[src/rtl/fpu_types_pkg.sv]
// Shared widths, constants and types for the half-precision FPU datapath.
// normalize() is the stage-1 step that turns a raw product into norm_t.
package fpu_types_pkg;

    localparam int HALF_FLOAT_W    = 16;
    localparam int HALF_EXPONENT_W = 5;
    localparam int HALF_FRACTION_W = 10;
    localparam int HALF_BIAS       = 15;

    localparam logic [HALF_FLOAT_W-1:0] HALF_INF  = 16'h7C00;
    localparam logic [HALF_FLOAT_W-1:0] HALF_QNAN = 16'h7E00;

    typedef enum logic [1:0] {
        SPECIAL_NORMAL = 2'b00,
        SPECIAL_ZERO   = 2'b01,
        SPECIAL_INF    = 2'b10,
        SPECIAL_NAN    = 2'b11
    } special_t;

    typedef struct packed {
        logic                       sign;
        logic [7:0]                 e;
        logic [HALF_FRACTION_W-1:0] m;
        logic                       g;
        logic                       s;
        special_t                   special;
    } norm_t;

    // The product of two 1.x significands lies in [1,4); bit 21 says which half.
    function automatic norm_t normalize(
        input logic     sign,
        input logic [5:0]  exp_sum,
        input logic [21:0] mant_prod,
        input special_t special
    );
        norm_t n;
        logic  hi;
        hi        = mant_prod[21];
        n.sign    = sign;
        n.special = special;
        n.e       = {2'b00, exp_sum} - 8'(HALF_BIAS) + {7'd0, hi};
        if (hi) begin
            n.m = mant_prod[20:11];
            n.g = mant_prod[10];
            n.s = |mant_prod[9:0];
        end else begin
            n.m = mant_prod[19:10];
            n.g = mant_prod[9];
            n.s = |mant_prod[8:0];
        end
        return n;
    endfunction

endpackage

[src/rtl/fp16_round_pack.sv]
// Combinational round-to-nearest-even and binary16 packing of a normalized product.
// Overflow saturates to infinity; results below the normal range flush to signed zero.
module fp16_round_pack
    import fpu_types_pkg::*;
(
    input  norm_t                    norm,
    output logic [HALF_FLOAT_W-1:0]  product,
    output logic [2:0]               flags
);

    logic                       rup;
    logic                       carry;
    logic [HALF_FRACTION_W-1:0] mant_r;
    logic signed [7:0]          exp_f;
    logic                       inexact;

    always_comb begin
        rup             = norm.g & (norm.s | norm.m[0]);
        {carry, mant_r} = {1'b0, norm.m} + {10'd0, rup};
        exp_f           = $signed(norm.e) + $signed({7'd0, carry});
        inexact         = norm.g | norm.s;
        product         = '0;
        flags           = 3'b000;

        // Specials classified upstream take priority over whatever the arithmetic says.
        case (norm.special)
            SPECIAL_ZERO: product = {norm.sign, 15'h0};
            SPECIAL_INF:  product = {norm.sign, HALF_INF[14:0]};
            SPECIAL_NAN:  product = HALF_QNAN;
            default: begin
                if (exp_f >= 8'sd31) begin
                    product = {norm.sign, HALF_INF[14:0]};
                    flags   = 3'b101;
                end else if (exp_f <= 8'sd0) begin
                    product = {norm.sign, 15'h0};
                    flags   = 3'b011;
                end else begin
                    product = {norm.sign, exp_f[HALF_EXPONENT_W-1:0], mant_r};
                    flags   = {2'b00, inexact};
                end
            end
        endcase
    end

endmodule

[src/rtl/float_mult_16bit_round.sv]
// Normalize/round/pack stage of the half-precision multiplier: two registered stages
// with a valid/ready handshake that sustains one result per cycle and stalls cleanly.
module float_mult_16bit_round
    import fpu_types_pkg::*;
(
    input  logic                     CLK,
    input  logic                     nRST,
    input  logic                     in_valid,
    output logic                     in_ready,
    input  logic                     in_sign,
    input  logic [5:0]               in_exp_sum,
    input  logic [21:0]              in_mant_prod,
    input  logic [1:0]               in_special,
    output logic                     out_valid,
    input  logic                     out_ready,
    output logic [HALF_FLOAT_W-1:0]  product,
    output logic [2:0]               flags
);

    norm_t                    s1_next;
    norm_t                    s1_data;
    logic                     s1_valid;
    logic                     s1_en;
    logic                     s2_en;
    logic [HALF_FLOAT_W-1:0]  rp_product;
    logic [2:0]               rp_flags;

    // Each stage advances when the stage after it is empty or being drained this cycle.
    assign s2_en    = ~out_valid | out_ready;
    assign s1_en    = ~s1_valid | s2_en;
    assign in_ready = s1_en;

    assign s1_next = normalize(in_sign, in_exp_sum, in_mant_prod, special_t'(in_special));

    always_ff @(posedge CLK or negedge nRST) begin
        if (!nRST) begin
            s1_valid <= 1'b0;
            s1_data  <= '0;
        end else if (s1_en) begin
            s1_valid <= in_valid;
            if (in_valid) begin
                s1_data <= s1_next;
            end
        end
    end

    fp16_round_pack u_round_pack (
        .norm    (s1_data),
        .product (rp_product),
        .flags   (rp_flags)
    );

    // Product and flags only load with a real result, so they hold while out_valid is low.
    always_ff @(posedge CLK or negedge nRST) begin
        if (!nRST) begin
            out_valid <= 1'b0;
            product   <= '0;
            flags     <= 3'b000;
        end else if (s2_en) begin
            out_valid <= s1_valid;
            if (s1_valid) begin
                product <= rp_product;
                flags   <= rp_flags;
            end
        end
    end

endmodule

[config.mk]
export PLATFORM = sky130hd
export DESIGN_NAME = float_mult_16bit_round
export DESIGN_NICKNAME = d
export VERILOG_FILES = /design/src/rtl/fpu_types_pkg.sv /design/src/rtl/fp16_round_pack.sv /design/src/rtl/float_mult_16bit_round.sv
export SDC_FILE = /design/constraint.sdc
export NUM_CORES = 1
export LEC_CHECK = 0
export BUFFER_PORTS_ARGS = -buffer_cell sky130_fd_sc_hd__buf_4
export CORE_MARGIN = 1.5
export CORE_UTILIZATION = 35
export CTS_CLUSTER_SIZE = 10
export DETAILED_ROUTE_END_ITERATION = 7
export SLEW_MARGIN = 20
export SYNTH_ARGS = -nofsm -noshare
export SYNTH_HDL_FRONTEND = slang
export SYNTH_SLANG_ARGS = --single-unit
[constraint.sdc]
create_clock -name CLK -period 2.83 [get_ports CLK]
set_clock_uncertainty 0.2 [all_clocks]
set_input_delay 0.283 -clock CLK [delete_from_list [all_inputs] [get_ports CLK]]
set_output_delay 0.283 -clock CLK [all_outputs]
set_load 0.05 [all_outputs]
==> reports/results.txt <==
Compound-Gate Fraction of Synth Area - 14.78%
final hold vios - 0
Clk pin slew, worst setup/hold paths - 0.08 ns
Adder-Cell Fraction of Synth Area - 4.164%
max incr delay on CP - 0.38 ns
post-synth net total - 288
Setup WS pre-CTS - -0.02997 ns
top cell type by total area after synthesis - dfrtp_1
I/O pin cnt - 56
syn avg cell area - 9.810 sq um
Core Rows - 30
Gate power share - 33.5%
Most used DFF post-synth - dfrtp_1
Least-Margin Pin Slew - 0.6813 ns
final core utilization - 47.99%
hold_sp - in_sign
critical path launch point - s1_data[2]
WHS - 0.009758 ns
antenna-violating nets left - 0
Initial Utilization - 35.77%
Post-Synth XOR/XNOR Area - 6.559%
CP Capture Type - flop
GR Util All Layers - 15.30%
layout cell share with drive strength beyond 1 - 31.53%
drt total wl - 5488 um
most frequent cell after synthesis - dfrtp_1
aggregate global routing overflow - 0
status - finished, final reports clean
CP arrival - 2.65 ns
Finished Layout Cells - 394
core region area - 6719 sq um
Vias/cell - 5.074
Synth warnings - 0
final setup margin - 0.1388 ns
Syn Std Cell Area - 2404 sq um
Nets - 356
# DRC - 0
CTS Root Cell - clkbuf_8
CTS H-tree lvls - 2
Placement Cell Area - 2963 sq um
synth top area cells - dfrtp_1 (46%), nand2_1 (6.1%), mux2i_1 (4.6%)
largest net degree at the start of global routing - 45
routed vias - 1999
pwr dens - 578.3 nW/um^2
Post-synth EDFFs - 0
P&R area growth vs syn - 34.15%
Starting DRT DRC Count - 86
slowest CP cell - dfrtp_1
VDD IR max - 0.2224 mV
Placed Cells - 380
full die area - 7374 sq um
final setup fails - 0
Async SR Flop Fraction - 100.0%
Pre-Repair DR Iteration Count - 4
Worst Hold Class - in2reg
Sw Share - 36.80%
r2r setup slk - 0.14 ns
cts bufs inserted - 5
Worst path top cell family by delay - adder cells
Port Buffer Count - 55
Most common cell on crit path - ha_4
first-pass GRT wire length - 8866 um
sum of negative setup slack - 0 ns
minimum clock period - 2.691 ns
launch point of the worst reg-to-reg path - s1_data[2]
mux contribution to synthesized area - 7.392%
worst skew pair latency - 0.30 ns
crit path max fanout - 5
#FFs+latches synth - 44
Clock Sinks - 44
number of global-route vias before repair - 1862
Design Power - 1.864 mW
Post-Layout Inst Area - 3224 sq um
WP buf/inv - 1
CP required - 2.79 ns
DIE HEIGHT - 85.87 um
simple-gate portion of the synthesized area - 18.12%
Final period util - 95.09%
critical path class - reg2reg
n_diodes - 0
Die Span X - 85.87 um
Max Cap Viol - 0
RePlAce Congestion - 0.8072
initial antenna violation count - 0
Psw - 0.6862 mW
fmax - 371.6 MHz
CTS Buffer Depth - 2
cell count after synthesis - 245
synth unique cells - 49
largest family of logic cells by synthesized area - simple AND/OR/NAND/NOR gates
Detailed Place HPWL - 4152 um
Slew HR - 54.47%
Critical Path, Cell by Cell - o21a_1 > ha_2 > ha_4 > nand3_4 > nor2_4 > ha_4 > ha_4 > or2_2 > o22ai_2 > nand4_1 > buf_6 > nand4_4 > o221ai_1
register area share after synthesis - 45.81%
Slew Viols, Final - 0
Flop pwr share - 44.3%
Clock Power Share - 22.2%
Synth top cells by count - dfrtp_1 (44), nand2_1 (39), o21ai_0 (17)
Wirelength per Cell - 13.93 um
TritonCTS clock tree - built
Critical Path Source Type - flop
Synth top area share - 45.81%
Static Leak - 1.434 nW
internal power - 1.178 mW
-- logic make-up after synthesis --
kind of cell	Yosys count
buf+inv	16
compound gates	56
simple gates	86
xor+xnor	18
flops	44
fa+ha+maj	8
mux	17
-- state kept, by name, summed over array words and instances, names as in the netlist --
signal	cells
product	16
s1_data	23
s1_valid	1
flags	3
out_valid	1
-- per-layer routing --
layer / part of all wire [%] / GRT usage (%) / up-vias
met5: 0 / 0 / -
li1: - / - / 1023
met4: 0.69 / 5.865 / 0
met1: 51 / 22.18 / 918
met2: 45 / 21.98 / 54
met3: 3.8 / 3.754 / 4
-- area by class of cell --
class | count | area [sq um]
fill | 647 | 3495
multi-input combinational | 186 | 1355
tap | 80 | 100.1
clock inverter | 2 | 10.01
clock buffer | 6 | 82.58
timing repair buffer | 71 | 556.8
sequential | 44 | 1101
inverter | 5 | 18.77
-- repair_timing --
item	4_1_cts	5_1_grt
buffers inserted	1	1
hold buffers	2	1
hold endpoints to repair	45	1
endpoints found under the setup margin	7	17
cloned	1	0
gates resized for setup	3	17
pin swaps	3	4
-- worst paths after layout --
kind                          endpoint  depth (start not counted)
hold / removal             s1_data[22]                          2
setup / recovery            product[9]                         13
min in group asynchronous   product[2]                          2
setup reg to reg            product[9]                         13
max in group asynchronous  s1_data[18]                          2
hold reg to reg            product[15]                          2
-- layout by cell type, fill, tap and decap left out, drive strengths merged, types with 3 or more instances in the layout --
cell type / Yosys / final
buf: 5 / 68
o22a: 5 / 5
inv: 5 / 5
and3: 3 / 3
o21ai: 26 / 26
nor3: 5 / 5
ha: 8 / 8
clkbuf: 6 / 6
nand2b: 4 / 4
nor2: 5 / 5
dlygate4sd3: 0 / 3
nand3: 12 / 12
mux2: 6 / 6
xnor2: 7 / 7
dfrtp: 44 / 44
a21oi: 7 / 7
nand4: 5 / 6
nand2: 39 / 39
nor3b: 3 / 3
mux2i: 11 / 11
xor2: 11 / 11
-- power groups by stage --
stage / Combinational (mW) / Sequential [mW] / Clock [mW]
floorplan: 0.254 / 0.953 / 0
global placement: 0.588 / 0.828 / 0
detailed placement: 0.594 / 0.832 / 0
CTS: 0.608 / 0.818 / 0.420
global route: 0.676 / 0.841 / 0.451
finish: 0.625 / 0.827 / 0.413
(Power assumes the default switching activity.)
